===== config.mk =====
export PLATFORM = sky130hd
export DESIGN_NAME = win_scanner
export DESIGN_NICKNAME = d
export VERILOG_FILES = /design/src/rtl/connect4_pkg.sv /design/src/rtl/window_match.sv /design/src/rtl/win_scanner.sv
export SDC_FILE = /design/constraint.sdc
export NUM_CORES = 2
export LEC_CHECK = 0
export ABC_CLOCK_PERIOD_IN_PS = 6330
export CELL_PAD_IN_SITES_DETAIL_PLACEMENT = 0
export CELL_PAD_IN_SITES_GLOBAL_PLACEMENT = 1
export CORE_MARGIN = 2
export CORE_UTILIZATION = 43
export DETAILED_ROUTE_END_ITERATION = 8
export PLACE_DENSITY = 0.9
export SLEW_MARGIN = 20
export SYNTH_ARGS = -nofsm -noshare
export SYNTH_HDL_FRONTEND = slang
export SYNTH_SLANG_ARGS = --single-unit

===== constraint.sdc =====
create_clock -name Clk -period 6.33 [get_ports Clk]
set_input_delay 1.5825 -clock Clk [delete_from_list [all_inputs] [get_ports Clk]]
set_output_delay 1.5825 -clock Clk [all_outputs]
set_load 0.01 [all_outputs]

===== src/rtl/connect4_pkg.sv =====
// ============================================================================
// Module  : connect4_pkg
// Purpose : Shared cell codes, line-string geometry and scanner state type.
// Revision: 1.0 - initial release
// ============================================================================
`default_nettype none

package connect4_pkg;

  localparam logic [1:0] CELL_EMPTY = 2'b00;
  localparam logic [1:0] CELL_P1    = 2'b01;
  localparam logic [1:0] CELL_P2    = 2'b10;

  localparam int LINE_BITS        = 398;
  localparam int ROW_REGION_CELLS = 56;
  localparam int PAD_STRIDE       = 8;

  typedef enum logic [1:0] {
    IDLE = 2'd0,
    SCAN = 2'd1,
    DONE = 2'd2
  } scan_state_t;

endpackage

`default_nettype wire


===== src/rtl/window_match.sv =====
// ============================================================================
// Module  : window_match
// Purpose : Flags four identical player codes in a 4-cell window.
// Revision: 1.0 - initial release
// ============================================================================
`default_nettype none

module window_match
  import connect4_pkg::*;
(
  input  logic [7:0] cells,
  output logic       match,
  output logic [1:0] code
);

  logic w_same;
  logic w_player;

  assign w_same   = (cells[7:6] == cells[5:4]) &&
                    (cells[5:4] == cells[3:2]) &&
                    (cells[3:2] == cells[1:0]);
  // Empty and invalid codes never count, which also stops runs across pads.
  assign w_player = (cells[7:6] == CELL_P1) || (cells[7:6] == CELL_P2);
  assign match    = w_same && w_player;
  assign code     = match ? cells[7:6] : CELL_EMPTY;

endmodule

`default_nettype wire


===== src/rtl/win_scanner.sv =====
// ============================================================================
// Module  : win_scanner
// Purpose : Snapshots the packed line string and scans one 4-cell window per
//           cycle for the first four-in-a-row. Optional DRAW_DETECT_EN adds
//           the draw output (full row region with no winner).
// Revision: 1.0 - initial release
// ============================================================================
`default_nettype none

module win_scanner
  import connect4_pkg::*;
#(
  parameter int CELLS = 199,
  parameter int RUN   = 4,
  parameter int IDX_W = 8
) (
  input  logic                 Clk,
  input  logic                 reset,
  input  logic                 start,
  input  logic [LINE_BITS-1:0] line_in,
  output logic                 busy,
  output logic                 done,
  output logic [1:0]           winner,
  output logic [IDX_W-1:0]     win_index
`ifdef DRAW_DETECT_EN
  ,
  output logic                 draw
`endif
);

  localparam logic [IDX_W-1:0] C_LAST_PTR = IDX_W'(CELLS - RUN);

  scan_state_t          r_state;
  logic [LINE_BITS-1:0] r_snap;
  logic [IDX_W-1:0]     r_ptr;

  logic [1:0]           w_cell [CELLS];
  logic [7:0]           w_window;
  logic                 w_match;
  logic [1:0]           w_code;

  for (genvar i = 0; i < CELLS; i++) begin : g_cell
    assign w_cell[i] = r_snap[LINE_BITS-1-2*i -: 2];
  end

  // r_ptr stops at CELLS-RUN, so ptr+3 always stays inside the cell array.
  assign w_window = {w_cell[r_ptr],
                     w_cell[r_ptr + IDX_W'(1)],
                     w_cell[r_ptr + IDX_W'(2)],
                     w_cell[r_ptr + IDX_W'(3)]};

  window_match u_window_match (
    .cells (w_window),
    .match (w_match),
    .code  (w_code)
  );

`ifdef DRAW_DETECT_EN
  logic [ROW_REGION_CELLS-1:0] w_cell_filled;
  logic                        w_row_full;

  for (genvar j = 0; j < ROW_REGION_CELLS; j++) begin : g_row
    if ((j % PAD_STRIDE) == PAD_STRIDE - 1) begin : g_pad
      assign w_cell_filled[j] = 1'b1;
    end else begin : g_board
      assign w_cell_filled[j] = (w_cell[j] != CELL_EMPTY);
    end
  end

  assign w_row_full = &w_cell_filled;
`endif

  always_ff @(posedge Clk) begin
    if (reset) begin
      r_state   <= IDLE;
      r_snap    <= '0;
      r_ptr     <= '0;
      busy      <= 1'b0;
      done      <= 1'b0;
      winner    <= CELL_EMPTY;
      win_index <= '0;
`ifdef DRAW_DETECT_EN
      draw      <= 1'b0;
`endif
    end else begin
      done <= 1'b0;
      case (r_state)
        IDLE: begin
          if (start) begin
            r_snap    <= line_in;
            r_ptr     <= '0;
            winner    <= CELL_EMPTY;
            win_index <= '0;
`ifdef DRAW_DETECT_EN
            draw      <= 1'b0;
`endif
            busy      <= 1'b1;
            r_state   <= SCAN;
          end
        end
        SCAN: begin
          if (w_match) begin
            winner    <= w_code;
            win_index <= r_ptr;
            busy      <= 1'b0;
            done      <= 1'b1;
            r_state   <= DONE;
          end else if (r_ptr == C_LAST_PTR) begin
`ifdef DRAW_DETECT_EN
            draw      <= w_row_full;
`endif
            busy      <= 1'b0;
            done      <= 1'b1;
            r_state   <= DONE;
          end else begin
            r_ptr <= r_ptr + IDX_W'(1);
          end
        end
        DONE: begin
          r_state <= IDLE;
        end
        default: begin
          r_state <= IDLE;
        end
      endcase
    end
  end

endmodule

`default_nettype wire


==> results <==
- The launching point of the worst reg2reg path is r_ptr[2].
- The routed length on met1 is 41,400 um.
- The worst hold path endpoint is r_snap[3].
- The actual slew at the worst max-slew pin is 1.26 ns.
- Setup slack closes at 0.896 ns.
- The worst setup path is captured at a flop.
- From synthesis to final layout, the design area changed by 21.8%.
- The number of antenna violations at the first check in global routing is 1.
- The y dimension of the die is 263 um.
- The initial standard-cell utilization of the core is 0.436.
- Dividing the detail-routed wire length by the instance count gives 25.9 um.
- The final period utilization is 0.859.
- The instance count of the mapped netlist is 3,142.
- For this run, the number of Yosys warnings is 0.
- For this run, design rule violations remaining after detail routing come to 0.
- The overall track demand over capacity in global routing is 0.313.
- Post-CTS timing repair inserted 0 buffers for setup.
- The number of detailed-route iterations in the first pass is 8.
- The number of ports placed on the die boundary is 413.
- In this run the static leakage power is 11.9 nW.
- Setup repair after global routing left no endpoint under its margin.
- The highest routed metal layer is met5.
- Entering global routing, the biggest net connects 199 pins.
- Summing every instance area after synthesis gives 28,800 sq um.
- The finished layout holds 4,290 standard cells, fillers aside.
- STA puts the critical path data arrival time at 5.91 ns.
- On the final layout, the worst clock skew is 0.0309 ns.
- For the worst setup path, the data required time is 6.80 ns.
- The clock input transition at the sequential cells of the worst setup and hold paths is 0.06 ns.
- The netlist uses 81 different library cells.
- The total inserted antenna cells is 0.
- The buffer type at the clock tree root is clkbuf_16.
- The startpoint of the most critical hold path is r_snap[3].
- The area share of the largest cell type after synthesis is 0.292.
- The first-pass GRT wire length is 166,000 um.
- Prior to clock tree synthesis, the placed netlist has a worst setup slack of 1.23 ns.
- The vias per cell is 6.49.
- The capture instance of the worst register-to-register path is win_index[6].
- The max-slew violation count is 0.
- For the worst flop-to-flop path, the logic depth is 14.
- The worst slew margin relative to its limit is 0.160.
- The maximum ir drop on the vdd rail is 172 uV.
- For this run the aggregate overflow at the end of global routing stands at 0.
- Counting along the longest clock path gives a buffer depth of 3.
- Along the worst hold path, the cell count comes to 2.
- The via count of the first global-routing pass is 26,300.
- Counting flops and latches in the post-synthesis netlist gives 420.
- The count of maximum capacitance violations is 0.
- The width of the die is 263 um.
- The number of gates resized after cts is 0.
- The post-cts hold buffer count is 0.
- For this run, the register share of the synthesized area comes to 0.292.
- The CTS tree is built.
- The worst hold path belongs to the class reg -> reg.
- Counting flops with a built-in enable in the synthesized netlist gives 0.
- The worst setup path is launched from a flop.
- The number of H-tree branching levels is 2.
- The hold violation total from the final report came to 0.
- The run finished with clean final reports.
- The post-synth net total is 3,548.
- The design draws 7.44 mW.
- By area the synthesized netlist is led by dfxtp_1, mux4_2, nand2_1, a21oi_1, mux2i_1.
- The dominant synthesized flop cell is dfxtp_1.
- The via count is 27,800.
- The smallest hold slack is 0.467 ns.
- In the detailed route, the total length drawn on met2 is 51,200 um.
- The number of rows created at floorplan is 94.
- The mean instance size in the synthesized netlist is 9.15 sq um.
- The sum of negative setup slack is 0 ns.
- The number of endpoints failing setup at the final stage is 0.
- Based on the critical path, the design can be clocked at up to 184 MHz.
- The last weighted congestion value of the routability-driven placer is 1.06.
- The fraction of final layout cells with drive strength greater than 1 is 0.174.
- The worst register-to-register path has a setup slack of 0.90 ns.
- Summed over all instances, the cell type with the most area after synthesis is dfxtp_1.
- The die footprint is 69,000 sq um.
- The detail route stage leaves a number of antenna-violating nets equal to 0.
- For this block, the initial DRC count from the detailed router was 3,724.
- The number of filler instances in the final layout is 5,945.
- After floorplanning, the core was sized to cover 66,000 sq um.
- TritonCTS created 45 clock buffers.
- The post-detailed-placement half-perimeter wirelength is 81,700 um.
- Once placement completed, the tool counted placed cells totaling 4,209.
- The critical-path maximum fanout is 45.
- The power density over cell area is 212 nW/um^2.
- The CTS sink count is 420.
- After the last flow step, the layout net total stands at 3,798.
- The amount of wire on met3 after detailed routing is 12,300 um.
- Port buffering added 412 buffers.
- Counting I/O delays and the setup requirement, the final critical path takes 5.43 ns.
- The clock latency on the worst-skew pair is 0.60 ns.
- The wire length reported by the detailed router is 111,000 um.
- The worst setup path is of the reg -> reg kind.
- Counting flops with an async set or reset pin after synthesis yields a share of 0.
critical path, stage by stage (launching register included):
cell and delay, ns:
dfxtp_4 0.84, ha_1 0.29, buf_4 0.21, a21oi_4 0.08, xor2_2 0.82, nor2_1 0.51
a32oi_1 0.55, nand4_1 0.27, o211ai_1 0.24, a41o_1 0.30, o2bb2ai_1 0.25, o311ai_2 0.17
buf_4 0.23, nor2_2 0.37, o21ai_1 0.13
synthesized netlist by cell type (all sizes together) (7+ instances only):
library cell and count:
nand2 1004, a21oi 440, dfxtp 420, mux4 369, clkbuf 167, buf 133
mux2i 86, nor2 53, nand3 49, a31oi 30, o21ai 27, mux2 25
o211ai 21, nand4 19, nor3 19, xnor2 19, a32oi 17, o22ai 17
nand3b 15, and3 13, and2 12, nand2b 12, a2111oi 11, nor2b 11
o221ai 11, a211oi 10, a221oi 9, xor2 9, inv 8, or4 8
a22oi 7, a311oi 7, o2111ai 7, o311ai 7
layout make-up:
class / instances / area [sq um] / area share
timing repair buffer: 503 / 4970 / 0.142
tap: 864 / 1080 / 0.0309
clock inverter: 17 / 236 / 0.00675
clock buffer: 64 / 1330 / 0.0380
inverter: 10 / 37.5 / 0.00107
sequential: 420 / 8420 / 0.240
multi-input combinational: 2412 / 19000 / 0.541
registers in the layout, indices dropped and copies added, names as in the netlist:
name	flops
busy	1
done	1
r_ptr	8
r_snap	398
r_state	2
win_index	8
winner	2
cell families after synthesis:
logic type,after synthesis,share of synthesized area
flip-flops,420,0.292
buffers and inverters,310,0.0536
multiplexers,480,0.329
AO/OA/AOI/OAI,661,0.135
XOR/XNOR,28,0.00996
adder cells (fa/ha/maj),5,0.00218
AND/OR/NAND/NOR,1238,0.178
metrics by stage:
stage,instance area (sq um),utilization
after floorplan,28800,-
after global placement,33500,0.507
after detailed placement,33500,0.507
after CTS,35000,0.531
after global routing,35000,0.531
final,35000,0.531
layout by cell type, fill, tap and decap left out, types with 9 or more instances in the layout:
cell type,n
a21oi_1,439
mux2_2,23
o21ai_1,14
and3_1,12
clkbuf_16,47
nand2_1,1003
xnor2_1,11
nor2b_1,11
and2_1,12
nor3_1,19
a32oi_1,17
buf_4,78
a31oi_1,30
nor2_1,51
clkdlybuf4s50_1,411
a2111oi_0,10
clkbuf_8,9
nand3b_1,15
o21ai_0,13
mux2i_1,86
buf_12,13
nand2b_1,12
a221oi_1,9
o22ai_1,17
a211oi_1,10
nand3_1,47
nand4_1,19
o211ai_1,21
dfxtp_1,416
mux4_2,369
o221ai_1,11
per-layer routing:
metal,up-vias,global-route usage
li1,12100,-
met1,13400,0.404
met2,1937,0.496
met3,429,0.0737
met4,2,0.153
met5,-,0
how the worst max path moves through the flow:
stage	from	endpoint	slack, ns
global placement	r_ptr[2]	win_index[3]	1.28
global route	r_ptr[2]	win_index[7]	0.75
detailed placement	r_ptr[2]	win_index[1]	1.23
finish	r_ptr[2]	win_index[6]	0.90
floorplan	r_ptr[0]	win_index[0]	1.39
CTS	r_ptr[2]	win_index[1]	1.22
where the power goes:
group	internal (mW)	total (mW)	switching, mW	leakage [nW]
Clock	1.67	2.79	1.11	0.762
Combinational	0.815	1.60	0.784	7.64
Sequential	2.80	3.06	0.255	3.45
Total	5.29	7.44	2.15	11.9
(Power assumes the default switching activity.)
